===== src/rtl/register_file_sb.sv =====
// ---------------------------------------------------------------------------
// register_file_sb
//   Second-generation Galetron register file: one write port, two
//   asynchronous read ports, a sequential clear sweep, per-register busy
//   (scoreboard) bits and an optional write-to-read bypass.
//
//   Optional feature macro: REGISTER_FILE_BYPASS_EN
//     defined   -> a same-cycle write to a read index is forwarded to that
//                  read port (writeData, busy 0)
//     undefined -> reads show stored contents only
//
// Parameters
//   DATA_W    register width in bits
//   DEPTH     number of registers (power of 2, >= 2)
//   ZERO_REG  hardwired-zero index: reads 0, writes ignored, never busy
//
// Ports
//   clock           single clock, all state updates on posedge
//   reset           asynchronous active-low reset
//   clear           synchronous request to restart the clear sweep
//   writeRegister   write enable
//   writeAddress    write index
//   writeData       write value
//   readAddress1    port A read index
//   readAddress2    port B read index
//   reserveValid    mark reserveAddress busy
//   reserveAddress  index to mark busy
//   dataA / dataB   read data of port A / port B
//   busyA / busyB   busy bit of readAddress1 / readAddress2
//   ready           sweep complete, file usable
//
// State table
//   state   | meaning
//   S_CLEAR | sweep writing 0 to entry[counter]; ports ignored, outputs 0
//   S_READY | normal operation
// ---------------------------------------------------------------------------
module register_file_sb #(
  parameter int DATA_W   = 32,
  parameter int DEPTH    = 32,
  parameter int ZERO_REG = 31,
  localparam int ADDR_W  = $clog2(DEPTH)
) (
  input  logic              clock,
  input  logic              reset,
  input  logic              clear,
  input  logic              writeRegister,
  input  logic [ADDR_W-1:0] writeAddress,
  input  logic [DATA_W-1:0] writeData,
  input  logic [ADDR_W-1:0] readAddress1,
  input  logic [ADDR_W-1:0] readAddress2,
  input  logic              reserveValid,
  input  logic [ADDR_W-1:0] reserveAddress,
  output logic [DATA_W-1:0] dataA,
  output logic [DATA_W-1:0] dataB,
  output logic              busyA,
  output logic              busyB,
  output logic              ready
);

  typedef enum logic {
    S_CLEAR = 1'b0,
    S_READY = 1'b1
  } state_t;

  localparam logic [ADDR_W-1:0] ZERO_IDX  = ADDR_W'(ZERO_REG);
  localparam logic [ADDR_W-1:0] LAST_IDX  = ADDR_W'(DEPTH - 1);

  state_t              state_q, state_d;
  logic [ADDR_W-1:0]   counter_q, counter_d;
  logic [DEPTH-1:0]    busy_q, busy_d;
  logic [DATA_W-1:0]   mem [DEPTH];

  logic                sweep_we;
  logic                wr_fire;
  logic                rsv_fire;

  // -------------------------------------------------------------------------
  // FSM: state register
  // -------------------------------------------------------------------------
  always_ff @(posedge clock or negedge reset) begin
    if (!reset) begin
      state_q   <= S_CLEAR;
      counter_q <= '0;
    end else begin
      state_q   <= state_d;
      counter_q <= counter_d;
    end
  end

  // -------------------------------------------------------------------------
  // FSM: next-state logic
  // -------------------------------------------------------------------------
  always_comb begin
    state_d   = state_q;
    counter_d = counter_q;
    unique case (state_q)
      S_CLEAR: begin
        counter_d = counter_q + 1'b1;
        if (counter_q == LAST_IDX) begin
          state_d = S_READY;
        end
      end
      S_READY: begin
        if (clear) begin
          state_d   = S_CLEAR;
          counter_d = '0;
        end
      end
      default: begin
        state_d   = S_CLEAR;
        counter_d = '0;
      end
    endcase
  end

  // -------------------------------------------------------------------------
  // FSM: outputs / enables
  // clear in READY wins over a same-cycle write or reserve.
  // -------------------------------------------------------------------------
  always_comb begin
    ready    = 1'b0;
    sweep_we = 1'b0;
    wr_fire  = 1'b0;
    rsv_fire = 1'b0;
    unique case (state_q)
      S_CLEAR: begin
        sweep_we = 1'b1;
      end
      S_READY: begin
        ready    = 1'b1;
        wr_fire  = !clear && writeRegister && (writeAddress != ZERO_IDX);
        rsv_fire = !clear && reserveValid && (reserveAddress != ZERO_IDX);
      end
      default: begin
        ready = 1'b0;
      end
    endcase
  end

  // -------------------------------------------------------------------------
  // Storage: no reset on the array itself, the sweep zeroes it.
  // -------------------------------------------------------------------------
  always_ff @(posedge clock) begin
    if (sweep_we) begin
      mem[counter_q] <= '0;
    end else if (wr_fire) begin
      mem[writeAddress] <= writeData;
    end
  end

  // -------------------------------------------------------------------------
  // Scoreboard. Reserve is applied after the write-side clear so a new
  // producer supersedes one retiring on the same edge.
  // -------------------------------------------------------------------------
  always_comb begin
    busy_d = busy_q;
    if (state_q != S_READY || clear) begin
      busy_d = '0;
    end else begin
      if (wr_fire) begin
        busy_d[writeAddress] = 1'b0;
      end
      if (rsv_fire) begin
        busy_d[reserveAddress] = 1'b1;
      end
    end
  end

  always_ff @(posedge clock or negedge reset) begin
    if (!reset) begin
      busy_q <= '0;
    end else begin
      busy_q <= busy_d;
    end
  end

  // -------------------------------------------------------------------------
  // Read ports (combinational). Outputs held at 0 while sweeping.
  // -------------------------------------------------------------------------
  always_comb begin
    dataA = '0;
    busyA = 1'b0;
    if (state_q == S_READY && readAddress1 != ZERO_IDX) begin
      dataA = mem[readAddress1];
      busyA = busy_q[readAddress1];
`ifdef REGISTER_FILE_BYPASS_EN
      if (wr_fire && writeAddress == readAddress1) begin
        dataA = writeData;
        busyA = 1'b0;
      end
`endif
    end
  end

  always_comb begin
    dataB = '0;
    busyB = 1'b0;
    if (state_q == S_READY && readAddress2 != ZERO_IDX) begin
      dataB = mem[readAddress2];
      busyB = busy_q[readAddress2];
`ifdef REGISTER_FILE_BYPASS_EN
      if (wr_fire && writeAddress == readAddress2) begin
        dataB = writeData;
        busyB = 1'b0;
      end
`endif
    end
  end

endmodule


===== config.mk =====
export PLATFORM = sky130hd
export DESIGN_NAME = register_file_sb
export DESIGN_NICKNAME = d
export VERILOG_FILES = /design/src/rtl/register_file_sb.sv
export SDC_FILE = /design/constraint.sdc
export NUM_CORES = 1
export LEC_CHECK = 0
export CAP_MARGIN = 20
export CELL_PAD_IN_SITES_DETAIL_PLACEMENT = 1
export CELL_PAD_IN_SITES_GLOBAL_PLACEMENT = 1
export CORE_MARGIN = 2
export CORE_UTILIZATION = 40
export DETAILED_ROUTE_END_ITERATION = 8
export GPL_TIMING_DRIVEN = 0
export PLACE_DENSITY_LB_ADDON = 0.1
export SETUP_SLACK_MARGIN = 0.15
export SYNTH_ARGS = -nofsm -noshare
export SYNTH_HDL_FRONTEND = slang
export SYNTH_SLANG_ARGS = --single-unit

===== constraint.sdc =====
create_clock -name clock -period 4.5 [get_ports clock]
set_input_delay 0.675 -clock clock [delete_from_list [all_inputs] [get_ports clock]]
set_output_delay 0.675 -clock clock [all_outputs]
set_load 0.01 [all_outputs]

==> key figures <==
Layout
  • Final Cell Area: about 61000 sq um
  • Final Util: 0.481
  • Finished Layout Cells: roughly 5000
  • Layout area overhead: 19.1%
  • Layout cells sized above 1: 0.289
  • Post-layout nets: 3289

Synth
  • EDFF count, synth: between 1000 and 1500
  • Post-Syn Area: 50800 sq um
  • Asr flop ratio synth: 0.0358
  • Net Count, Synth: ~2900
  • Synth unique cells: 55
  • Primary FF master, synth: edfxtp_1
  • Syn_area_per_cell: between 15 and 20 sq um
  • Syn Inst Count: 2870
  • Ys Warns: 0
  • Seq/Total Area, Yosys: 0.624
  • Flop and latch count out of synthesis: 1062

Global route
  • GR Overflow Total: 0
  • Total GRT Usage: 0.297
  • Antenna violations before repair: 10
  • Pin count of the biggest net entering global routing: 39
  • Number of global-route vias before repair: approximately 35000
  • First-pass GRT wire length: around 270000 microns

Clock tree
  • Clk_lat worst skew: roughly 0.74 ns
  • Root Buffer: clkbuf_16
  • Clock sink count: between 1000 and 1500
  • Worst-path clk slew: 0.05 ns
  • CTS Buffer Depth: 3
  • Post-CTS setup buffers: 0
  • Num CTS Buffers: about 120
  • H-tree depth: 3
  • CTS tree: yes
  • CTS Hold Bufs: 0

STA
  • Period utilisation layout: 0.969
  • Final Setup Violations: 0
  • Final hold slack: a little under 0.06 ns
  • Slew Limit Fails: 0
  • Final Hold Viols: 0
  • Max Freq: 229 MHz
  • Setup TNS: 0 ns
  • Post-layout min period: ~4.4 ns
  • Least-Margin Pin Slew: 1.09 ns
  • RSZ-0062 raised after global routing: yes
  • Final clock skew: about 0.022 ns
  • Max_slew headroom: 0.266

Run
  • Max-cap check violation count: 0

Routing
  • Via count: around 32000
  • DR DRC count: 0
  • Routed Antenna Nets: 0
  • DR pass1 iterations: 6
  • Per-cell routed wire length: a little under 40 microns
  • DR iter-0 viols: approximately 3600
  • Routed wire length: between 150000 and 200000 microns
  • Drt via density: about 6.5

Worst setup path
  • Setup CP Type: in2out
  • Critical Path Fanout Max: 10
  • Crit path arrival time: about 3.7 ns
  • Critical path capture point type: primary output
  • Worst EP required: 3.83 ns
  • Critical Path Start Type: primary input

Floorplanning
  • Die Y-Extent: 360 microns
  • Die X: roughly 360 microns
  • Starting density of the core: 0.404
  • Core area: 126000 sq um
  • FP Rows: 130
  • Boundary Pins: 124
  • Die footprint: between 100000 and 150000 sq um

Power
  • Pwr/cell area: 447 nW/um^2
  • Worst vdd ir: approximately 0.33 mV
  • Static leakage: between 0.02 and 0.025 uW

Placed design
  • Count of input and output buffers: 113
  • Placed insts: 4730
  • GP Congestion: about 0.86
  • Post-DP HPWL: ~140000 microns
  • Post-DP Area: approximately 56000 sq um

Outcome
  • Status: complete, no violations

Worst hold path
  • Worst hold path type: in2async
power breakdown:
group | internal (uW) | switching, uW
Sequential | 12000 | 417
Combinational | 1900 | 3220
Clock | 5470 | 4110
logic make-up (layout without fill, tap and decap cells):
| group | after synthesis | after routing | share of synthesized area |
|---|---|---|---|
| adders and majority gates | 2 | 2 | 0.000492 |
| xor gates and xnor gates | 2 | 2 | 0.000345 |
| DFF | 1062 | 1062 | 0.624 |
| buffers and inverters | 255 | 712 | 0.0308 |
| muxes | 797 | 797 | 0.238 |
| other | 0 | 1 | 0 |
| AOI/OAI and AO/OA | 518 | 518 | 0.0809 |
| and+or+nand+nor | 234 | 234 | 0.0251 |
layout by cell type, fill, tap and decap left out, types with 23 or more instances in the layout:
| cell | n |
|---|---|
| edfxtp_1 | 1024 |
| mux2i_1 | 465 |
| mux4_2 | 330 |
| clkbuf_16 | 128 |
| clkdlybuf4s50_1 | 110 |
| clkbuf_1 | 86 |
| a21oi_1 | 69 |
| o22ai_1 | 68 |
| buf_2 | 67 |
| a221oi_1 | 67 |
| o221ai_1 | 66 |
| a221oi_2 | 63 |
| a211oi_1 | 61 |
| buf_6 | 58 |
| o21ai_0 | 57 |
| buf_4 | 48 |
| or2_2 | 48 |
| buf_16 | 39 |
| clkbuf_2 | 38 |
| dfrtp_1 | 38 |
| nand2_1 | 36 |
| and2_1 | 33 |
| a32o_1 | 30 |
| clkinv_1 | 29 |
| buf_12 | 26 |
| buf_8 | 23 |
state kept, by name (all words and copies together) (netlist names):
name       count
busy_q        32
counter_q      5
mem         1024
state_q        1
worst paths after layout:
| check | startpoint | endpoint | slack (ns) | cells after the start |
|---|---|---|---|---|
| max | readAddress1[4] | dataA[15] | 0.14 | 7 |
| min | reset | counter_q[0]$_DFFE_PN0N_ | 0.06 | 1 |
| min in group clock | writeAddress[3] | busy_q[28]$_DFF_PN0_ | 0.42 | 3 |
| max in group asynchronous | reset | busy_q[31]$_DFF_PN0_ | 3.85 | 1 |
| min reg2reg | busy_q[31]$_DFF_PN0_ | busy_q[31]$_DFF_PN0_ | 0.53 | 1 |
| max reg2reg | state_q$_DFF_PN0_ | mem[20][11]$_DFFE_PP_ | 0.85 | 9 |
synthesized netlist by cell type (all sizes together), types with 36 or more instances:
library cell  instances  share of area
a211oi               66         0.0098
a21oi                69         0.0068
a221oi              132          0.029
buf                 143          0.022
clkbuf              101         0.0076
dfrtp                38          0.019
edfxtp             1024           0.61
mux2i               465          0.092
mux4                330           0.15
nand2                36         0.0027
o21ai                71         0.0070
o221ai               66          0.011
o22ai                68         0.0084
or2                  66         0.0081
through the flow:
| step | total power [uW] | setup slack (ns) |
|---|---|---|
| after detailed placement | 17600 | -1.31 |
| after global placement | 16800 | -5.12 |
| final | 27100 | 0.137 |
| after floorplan | 14900 | 0.0601 |
| after CTS | 27100 | 0.124 |
| after global routing | 27800 | 0.148 |
critical path, cell delays in order:
cell             delay (ns)
clkdlybuf4s50_1        0.70
clkbuf_2               0.51
clkbuf_2               0.42
o221ai_1               0.25
a21oi_1                0.45
a221oi_2               0.14
clkdlybuf4s50_1        0.52
area by class of cell:
type                            instances  area, sq um
Buffer                                244         1610
Antenna cell                            1         2.50
Timing Repair Buffer                  239         3440
Multi-Input combinational cell       1553        17900
Sequential cell                      1062        31700
Fill cell                           11800        65400
Inverter                               11         41.3
Tap cell                             1650         2060
Clock inverter                         64          574
Clock buffer                          154         3150
layer usage:
layer | track usage | vias to the layer above | routed length, microns
met1 | 0.382 | 17500 | 77100
met5 | 0 | - | 13
li1 | - | 13000 | -
met4 | 0.124 | 2 | 8840
met2 | 0.494 | 1522 | 94900
met3 | 0.0565 | 403 | 13800
repair_timing:
action / in CTS / in global routing
hold endpoints to repair: 0 / 0
gates resized for setup: 72 / 32
pin swaps: 0 / 2
setup endpoints to repair: 66 / 40
Note: power is estimated with default switching activity, not from simulation.
